File: src/rtl/pulse_measure_module.sv
// Purpose : measures high time and period of a signal from its rising/falling edge strobes.
// Latency : meas_valid / timeout pulse one cycle after the strobe (or stall) that triggers them.
// Backpressure: none; strobes are consumed every cycle, results are held until the next update.

module pulse_measure_module #(
  parameter int unsigned CNT_W   = 32,
  parameter int unsigned TIMEOUT = 1_000_000
) (
  input  logic             clk,
  input  logic             rst,
  input  logic             rising_edge,
  input  logic             falling_edge,
  output logic [CNT_W-1:0] high_cnt,
  output logic [CNT_W-1:0] period_cnt,
  output logic             meas_valid,
  output logic             timeout,
  output logic             busy
);

  typedef enum logic [1:0] {
    ST_IDLE = 2'd0,
    ST_HIGH = 2'd1,
    ST_LOW  = 2'd2
  } state_t;

  // Last run-counter value tolerated before a stall is declared.
  localparam logic [CNT_W-1:0] RUN_LAST = CNT_W'(TIMEOUT - 1);
  localparam logic [CNT_W-1:0] RUN_ONE  = CNT_W'(1);

  state_t           state_q, state_d;
  // run_q holds the cycle distance from the most recent accepted rising
  // strobe to the current cycle: a rising strobe loads 1 for the following
  // cycle, so sampling run_q in a strobe cycle yields F - R0 or R1 - R0.
  logic [CNT_W-1:0] run_q, run_d;
  logic [CNT_W-1:0] high_tmp_q, high_tmp_d;
  logic [CNT_W-1:0] high_cnt_q, high_cnt_d;
  logic [CNT_W-1:0] period_cnt_q, period_cnt_d;
  logic             meas_valid_q, meas_valid_d;
  logic             timeout_q, timeout_d;
  logic             stall;

  // A stall is only meaningful while a measurement is in flight; a rising
  // strobe in the same cycle always takes precedence over it.
  assign stall = (state_q != ST_IDLE) && !rising_edge && (run_q == RUN_LAST);

  // Next-state, counter and result logic.
  always_comb begin
    state_d      = state_q;
    run_d        = (state_q == ST_IDLE) ? '0 : (run_q + RUN_ONE);
    high_tmp_d   = high_tmp_q;
    high_cnt_d   = high_cnt_q;
    period_cnt_d = period_cnt_q;
    meas_valid_d = 1'b0;
    timeout_d    = 1'b0;

    case (state_q)
      ST_IDLE: begin
        // Falling strobes are meaningless before the first rising edge.
        if (rising_edge) begin
          state_d = ST_HIGH;
          run_d   = RUN_ONE;
        end
      end

      ST_HIGH: begin
        if (rising_edge) begin
          // Rising without a falling in between: restart the period here.
          run_d = RUN_ONE;
        end else if (stall) begin
          timeout_d = 1'b1;
          state_d   = ST_IDLE;
          run_d     = '0;
        end else if (falling_edge) begin
          high_tmp_d = run_q;
          state_d    = ST_LOW;
        end
      end

      ST_LOW: begin
        if (rising_edge) begin
          // Close this period and open the next one in the same cycle so
          // back-to-back periods are measured without a gap.
          high_cnt_d   = high_tmp_q;
          period_cnt_d = run_q;
          meas_valid_d = 1'b1;
          run_d        = RUN_ONE;
          state_d      = ST_HIGH;
        end else if (stall) begin
          timeout_d = 1'b1;
          state_d   = ST_IDLE;
          run_d     = '0;
        end
      end

      default: begin
        state_d = ST_IDLE;
        run_d   = '0;
      end
    endcase
  end

  // State and result registers with synchronous reset.
  always_ff @(posedge clk) begin
    if (rst) begin
      state_q      <= ST_IDLE;
      run_q        <= '0;
      high_tmp_q   <= '0;
      high_cnt_q   <= '0;
      period_cnt_q <= '0;
      meas_valid_q <= 1'b0;
      timeout_q    <= 1'b0;
    end else begin
      state_q      <= state_d;
      run_q        <= run_d;
      high_tmp_q   <= high_tmp_d;
      high_cnt_q   <= high_cnt_d;
      period_cnt_q <= period_cnt_d;
      meas_valid_q <= meas_valid_d;
      timeout_q    <= timeout_d;
    end
  end

  assign high_cnt   = high_cnt_q;
  assign period_cnt = period_cnt_q;
  assign meas_valid = meas_valid_q;
  assign timeout    = timeout_q;
  assign busy       = (state_q != ST_IDLE);

endmodule

File: config.mk
export PLATFORM = sky130hd
export DESIGN_NAME = pulse_measure_module
export DESIGN_NICKNAME = d
export VERILOG_FILES = /design/src/rtl/pulse_measure_module.sv
export SDC_FILE = /design/constraint.sdc
export NUM_CORES = 1
export LEC_CHECK = 0
export CORE_MARGIN = 4
export CORE_UTILIZATION = 35
export CTS_BUF_LIST = sky130_fd_sc_hd__clkbuf_8 sky130_fd_sc_hd__clkbuf_16
export CTS_CLUSTER_SIZE = 10
export DETAILED_ROUTE_END_ITERATION = 12
export SETUP_SLACK_MARGIN = 0.02
export SYNTH_ARGS = -nofsm -noshare
export SYNTH_HDL_FRONTEND = slang
export SYNTH_SLANG_ARGS = --single-unit
export TNS_END_PERCENT = 5
File: constraint.sdc
create_clock -name clk -period 1.8 [get_ports clk]
set_input_delay 0.45 -clock clk [delete_from_list [all_inputs] [get_ports clk]]
set_output_delay 0.45 -clock clk [all_outputs]
set_load 0.005 [all_outputs]
Word level (Yosys, flattened, before mapping)
Index checks and enable logic that the tools add are counted.

storage, ports and cells
  register bits after elaboration = 132
  input bits = 4
  output and inout bits = 67
  logic and storage cells = 44

operators by class
  add/sub/neg operators = 1
  equal/unequal tests = 7
  mux-type cells = 14
  bitwise gates (word level) = 4
  reduce and logical (&&, ||, !) cells = 11

operator list
  operator                                                           number
  32-bit two-way mux                                                 4
  32-bit case mux with 2 select lines                                1
  32-bit by 1-bit adder with 32-bit output, second input constant    1
  32-bit by 20-bit == test with 1-bit output, second input constant  1
  2-bit two-way mux                                                  6
  4-bit AND reduction                                                2
  3-bit != test, second input constant                               2
  2-bit case mux with 3 select lines                                 1
  2-bit != test, second input constant                               2
  1-bit inverter                                                     4
  2-bit OR reduction                                                 2
  3-bit OR reduction                                                 1
  2-bit by 1-bit == test with 1-bit output, second input constant    1
  2-bit == test, second input constant                               1
  1-bit logical AND                                                  2
  2-bit logical NOT                                                  1
  1-bit two-way mux                                                  2
  2-bit AND reduction                                                1
  2-bit nonzero test                                                 1
  1-bit logical NOT                                                  1

Logic depth before layout (Yosys ltp)
Gate-level depths: netlist of the first run.

  depth in word-level cells = 6
  gate-level depth with buffers = 9
  depth with buffers taken out = 6

Worst setup path after synthesis of the first run
Ideal clock, no wire load.

  kind = reg-to-reg
  start = register run_q[26]
  end = register high_tmp_q[16]
  library setup time = 0.123 ns
  arrival = 1.736 ns
  required time = 1.677 ns
  path slack = -0.058 ns
  cell stages (with the launch flop) = 6
  buffers on the path = 1
  clock period less this slack = 1.858 ns
  cells stage by stage = dfxtp_1 -> or4_4 -> or4_4 -> buf_6 -> o21ai_1 -> nand3_1

between the ends
  longest elaborated chain between the ends = 4

ends and longest elaborated chain
  element                                     line  RTL
  start: declaration                          34    logic [CNT_W-1:0] run_q, run_d;
  start signal: assignment                    114   run_q <= run_d;
  32-bit by 20-bit == test with 1-bit output  44    assign stall = (state_q != ST_IDLE) && !rising_edge && (run_q == RUN_LAST);
  1-bit logical AND                           44
  1-bit inverter (no line)                    n/a
  4-bit AND reduction (no line)               n/a
  end signal: assignment                      115   high_tmp_q <= high_tmp_d;
  end: declaration                            35    logic [CNT_W-1:0] high_tmp_q, high_tmp_d;

Every way passes these cells.
A chain may end at the register's enable or synchronous reset.

Final worst setup path of the first run
  start = register run_q[29]
  end = register high_tmp_q[0]

Same word-level chain as after synthesis.

==> out/results.ini, run 1 <==
[worst_setup_path]
crit_family = simple AND/OR/NAND/NOR gates
r2r-end = high_tmp_q[0]
worstPathMaxFanout = 6
r2r-start = run_q[29]
crit_path_top_delay_cell = or4_4
critPathArrivalTime_ns = 2.23
startpoint_type = register
critPathBufInv = 1
path_cells = or4_4 -> or4_4 -> buf_4 -> o21ai_0 -> nand3_1
reg2regPathDepth = 5
cp.required_ns = 2.10
cp-end-kind = register
slowest_delay_ns = 0.56
criticalPathCategory = register to register
reg2reg_slack_ns = -0.13
cp_common_cell = or4_4

[routing]
vias_per_cell = 5.34
routed_wl_mm = 16.8
ant_nets = 0
drtIter0Drc = 409
firstDrtPassIters = 6
drc = 0
wl_per_cell_um = 16.2
vias = 5534

[cts]
path_clk_slew_ns = 0.06
cts_made_buffers = 17
htreeDepth = 4
clock_sinks = 132
post_cts_buffers = 0
cts_hold_buf = 0
clk_latency_ns = 0.42
cts_buffer_depth = 2
clock-root-buffer = clkbuf_16
cts_tree = done

[logic_synthesis]
synth_edf_count = 0
seq_area_frac_synth = 0.457
synth_area_sq_um = 5780
ys_types = 44
ys.flop_type = dfxtp_1
synth_warnings = 0
syn_inst = 695
ys_async_sr_fraction = 0
avgSynthCellArea_sq_um = 8.31
ys_ff_latch = 132
synth_fp_nets = 704

[final_layout]
num_antenna_cells = 0
postLayoutCoreUtil = 0.490
ff_latch_area_sq_um = 2650
drive_gt1_frac = 0.170
layout_commonest_cell = nand2_1
nNetsFinal = 817
fill_cells = 1541
multi_input_area_sq_um = 2900
final_cell_mix = nand2_1 (140), dfxtp_1 (125), a21oi_1 (80)
area_growth_pct = 35.8
design_area_sq_um = 7850

[placed_design]
dpl.hpwl_mm = 12.2
dp_slack_ns = -0.231
placed_area_sq_um = 7230
portBuffers = 70
place_congestion = 0.882

[timing]
layout_setup_ws_ns = -0.128
whs_ns = 0.452
worst_slew_pin_slew_ns = 0.401
fin_crit_ns = 1.93
final.period_utilization = 1.07
hold_viol = 0
setup_viol = 57
fin_worst_skew_ns = 0.00656
drv_slew = 0
slew_headroom = 0.730
setup_tns_ns = -3.57
grt_setup_unrepaired = yes
clock.fmax_ghz = 0.519

[pwr]
p_leak_nw = 2.75
irDropWorstVdd_uv = 630
cellPowerDensity_nw_per_um2 = 808

[min_path]
hp-start = high_cnt[15]
timing.hold.worst_path_depth = 2
min_to = high_cnt[15]
min_path_type = register to register

[global_routing]
antenna_found_initial = 0
grt_pass1_vias = 5423
grtUsageTotal = 0.188
grt_max_degree = 44
overflow = 0
grt_pass1_wl_mm = 27.8

[run_status]
outcome = finished with violations
violations = negative setup slack

[floorplan]
rows = 46
core-area_sq_um = 16000
dieArea_sq_um = 18600
floorplan.initialDensity = 0.361
die_width_um = 136
io_pins = 71
fp.dieH_um = 136

[run]
maxCapViolCount = 0

## worst min-delay path, cell delays in order, from the launching register on
cell and delay [ns]:
dfxtp_1 0.30, nand2_1 0.05, a21oi_1 0.05
## synth_stat cells (2+ instances only)
cell type    n  share of area
ha_1         5          0.011
and2_1       4         0.0043
or4_1        9          0.012
o211a_1      2         0.0035
o31ai_1      8          0.010
or3_1        9         0.0097
and3_1       6         0.0065
nand3_1     22          0.019
xor2_1      12          0.018
clkbuf_1    36          0.023
and4_1       6         0.0091
a31oi_1      2         0.0022
a21oi_1     80          0.069
dfxtp_1    132           0.46
o41ai_1      2         0.0030
o21ai_0     10         0.0087
nor2_1      26          0.017
nor3b_1     51          0.066
buf_1       10         0.0065
buf_2       10         0.0087
or4_4        2         0.0039
nand2_1    141          0.092
nor3_1       5         0.0043
nor2b_1     11          0.012
a221o_1     20          0.035
nor4_1       6         0.0065
a22oi_1     12          0.016
inv_1        6         0.0039
o21ai_1     10         0.0087
nand4_1     24          0.026
buf_6        3         0.0058
## power breakdown
group,switching [mW],internal [mW]
registers,0.00656,2.93
logic,0.119,0.0685
clock network,1.24,1.97
## logic make-up after synthesis
kind of cell,Yosys count,synth area share
flops,132,0.457
compound gates,150,0.161
fa+ha+maj,5,0.0108
xor+xnor,13,0.0197
simple gates,329,0.301
buf+inv,66,0.0496
## stage by stage
| step | instances | power (mW) |
|---|---|---|
| finish | 1036 | 6.34 |
| global route | 1036 | 6.57 |
| CTS | 1036 | 6.40 |
| detailed placement | 1005 | 3.18 |
| global placement | 1005 | 3.17 |
| floorplan | 695 | 3.10 |
## flip-flops by register name (all words and copies together), names as in the netlist
name / flops
high_cnt: 32
meas_valid: 1
high_tmp_q: 32
state_q: 2
run_q: 32
timeout: 1
period_cnt: 32
## cell type report
class | count | area share
multi-input combinational | 497 | 0.370
sequential | 132 | 0.338
timing repair buffer | 154 | 0.185
clock buffer | 20 | 0.0595
tap | 216 | 0.0344
clock inverter | 11 | 0.0112
inverter | 6 | 0.00287
## layer usage
layer	vias to the layer above	global-route usage	routed length (um)
met5	-	0	0
met1	2642	0.258	7890
li1	2708	-	-
met4	0	0.0711	376
met2	150	0.291	7700
met3	34	0.0403	815
## worst max-delay path by stage
stage	from	to	slack (ns)	depth (start not counted)
floorplan	run_q[26]	high_tmp_q[16]	-0.04	5
finish	run_q[29]	high_tmp_q[0]	-0.13	5
global route	run_q[29]	high_tmp_q[13]	-0.19	5
global placement	rising_edge	run_q[5]	-0.19	6
CTS	run_q[29]	high_tmp_q[2]	-0.13	5
detailed placement	rising_edge	run_q[10]	-0.23	6
## repair_timing
| item | CTS | global route |
|---|---|---|
| pin swaps | 12 | 9 |
| setup endpoints to repair | 64 | 69 |
| gates resized for setup | 11 | 12 |
| hold endpoints to repair | 0 | 0 |
No activity file was read; power rests on OpenSTA's default activity.
==> inputs of run 2 (changes only) <==
CORE_UTILIZATION = 50   (was 35)
PLACE_DENSITY = 0.76   (was default)
==> run 2 against run 1 <==
The run still ends with negative setup slack left; critical endpoint is now high_tmp_q[19]; cell count is 7.5% lower; via count is 3.1% higher; power increased by 5.5%; largest cell class unchanged.
==> out/results.ini, run 2 (same netlist as run 1, synthesis figures left out) <==
[timing]
slew_headroom = 0.712  ; was 0.730
setup_viol = 61  ; was 57
clock.fmax_ghz = 0.515  ; was 0.519 GHz
grt_setup_unrepaired = yes  ; unchanged
drv_slew = 0  ; unchanged
fin_worst_skew_ns = 0.00998  ; was 0.00656 ns
setup_tns_ns = -4.97  ; was -3.57 ns
final.period_utilization = 1.08  ; was 1.07
worst_slew_pin_slew_ns = 0.428  ; was 0.401 ns
fin_crit_ns = 1.94  ; was 1.93 ns
hold_viol = 0  ; unchanged
layout_setup_ws_ns = -0.142  ; was -0.128 ns

[routing]
drc = 0  ; unchanged
vias = 5704  ; was 5,534
firstDrtPassIters = 6  ; unchanged
drtIter0Drc = 497  ; was 409
ant_nets = 0  ; unchanged
vias_per_cell = 5.95  ; was 5.34
routed_wl_mm = 16.5  ; was 16.8 mm
wl_per_cell_um = 17.2  ; was 16.2 um

[cts]
clock-root-buffer = clkbuf_16  ; unchanged
path_clk_slew_ns = 0.06  ; about the same
cts_tree = done  ; unchanged
cts_hold_buf = 0  ; unchanged
cts_made_buffers = 17  ; unchanged
clock_sinks = 132  ; unchanged
cts_buffer_depth = 2  ; unchanged
htreeDepth = 4  ; unchanged
clk_latency_ns = 0.42  ; about the same

[global_routing]
met1_usage = 0.340  ; was 0.258
overflow = 0  ; unchanged
grtUsageTotal = 0.256  ; was 0.188
antenna_found_initial = 0  ; unchanged
grt_pass1_vias = 5359  ; was 5,423
grt_use_met2 = 0.410  ; was 0.291
use_met3 = 0.0601  ; was 0.0403
grt_busiest_layer = met2  ; unchanged
grt_pass1_wl_mm = 27.1  ; was 27.8 mm
grt_max_degree = 81  ; was 44

[final_layout]
layout_commonest_cell = nand2_1  ; unchanged
area_growth_pct = 34.8  ; was 35.8%
multi_input_area_sq_um = 2900  ; about the same
nNetsFinal = 814  ; was 817
ff_latch_area_sq_um = 2650  ; about the same
final_cell_mix = nand2_1 (140), dfxtp_1 (129), a21oi_1 (80)  ; was nand2_1 (140), dfxtp_1 (125), a21oi_1 (80)
fill_cells = 876  ; was 1,541
num_antenna_cells = 0  ; unchanged
drive_gt1_frac = 0.161  ; was 0.170

[floorplan]
fp.dieH_um = 115  ; was 136 um
rows = 38  ; was 46
die_width_um = 115  ; was 136 um
io_pins = 71  ; unchanged
core-area_sq_um = 11100  ; was 16,000 sq um
dieArea_sq_um = 13300  ; was 18,600 sq um
floorplan.initialDensity = 0.521  ; was 0.361

[pwr]
p_total_mw = 6.68  ; was 6.34 mW
cellPowerDensity_nw_per_um2 = 858  ; was 808 nW/um^2
p_leak_nw = 2.76  ; was 2.75 nW
irDropWorstVdd_uv = 778  ; was 630 uV

[worst_setup_path]
startpoint_type = register  ; unchanged
criticalPathCategory = register to register  ; unchanged
endpoint = high_tmp_q[19]  ; was high_tmp_q[0]
r2r-start = run_q[29]  ; unchanged
r2r-end = high_tmp_q[19]  ; was high_tmp_q[0]
worstPathMaxFanout = 9  ; was 6
reg2regPathDepth = 5  ; unchanged
cp.required_ns = 2.10  ; about the same
reg2reg_slack_ns = -0.14  ; was -0.13 ns
cp-end-kind = register  ; unchanged
critPathArrivalTime_ns = 2.24  ; was 2.23 ns
crit_path_start = run_q[29]  ; unchanged

[run_status]
outcome = finished with violations  ; unchanged
violations = negative setup slack  ; unchanged

[placed_design]
portBuffers = 70  ; unchanged
dpl.hpwl_mm = 11.4  ; was 12.2 mm
place_congestion = 0.955  ; was 0.882

[min_path]
min_path_type = register to register  ; unchanged
timing.hold.worst_path_depth = 2  ; unchanged

[run]
maxCapViolCount = 0  ; unchanged

[run 2: cell count changes in the layout (fill, tap and decap cells not counted), moves of 3 or more]
| cell | delta |
|---|---|
| nor4_1 | -3 |
| buf_4 | -3 |
| dfxtp_2 | -4 |
| dfxtp_1 | +4 |
| clkinvlp_4 | -3 |
| bufinv_16 | +3 |
| nor4_2 | +3 |
[run 2: timing repair]
item | CTS | global route
endpoints found under the setup margin | 63 | 67
pin swaps | 5 | 5
gates resized for setup | 6 | 9
buffers inserted | 1 | 0
[run 2: where the power goes]
group / leakage (nW) / switching [mW] / internal (mW)
sequential: 1.06 / 0.00657 / 2.93
combinational: 1.39 / 0.123 / 0.0727
clock: 0.313 / 1.23 / 2.32
[run 2: through the flow]
step	cell area (sq um)	utilization	setup slack, ns	instances	hold WS, ns
finish	7790	0.703	-0.142	958	0.452
global route	7790	0.703	-0.191	958	0.463
CTS	7750	0.700	-0.169	958	0.437
detailed placement	7120	0.642	-0.263	925	0.447
global placement	7120	0.642	-0.152	925	0.441
floorplan	5780	-	-0.0393	695	0.427
[run 2: how the worst min path moves through the flow]
stage	startpoint	to
finish	high_cnt[25]	high_cnt[25]
global route	high_cnt[14]	high_cnt[14]
CTS	rst	state_q[0]
detailed placement	period_cnt[19]	period_cnt[19]
global placement	high_cnt[7]	high_cnt[7]
floorplan	high_tmp_q[0]	high_cnt[0]
[run 2: area by class of cell]
type | count | area share
Inverter | 6 | 0.00289
Sequential cell | 132 | 0.340
Clock buffer | 18 | 0.0564
Timing Repair Buffer | 151 | 0.184
Multi-Input combinational cell | 497 | 0.373
Clock inverter | 14 | 0.0217
Tap cell | 140 | 0.0225
[run 2: worst max-delay path, cell delays in order (launching register included)]
cell	delay, ns
dfxtp_1	0.31
or4_4	0.56
or4_4	0.57
buf_12	0.17
o21ai_2	0.12
nand3_1	0.09
[run 2: routing by layer]
metal	wire length [um]	up-vias
li1	-	2703
met1	7270	2720
met2	7660	246
met3	1200	35
met4	339	0
met5	0	-
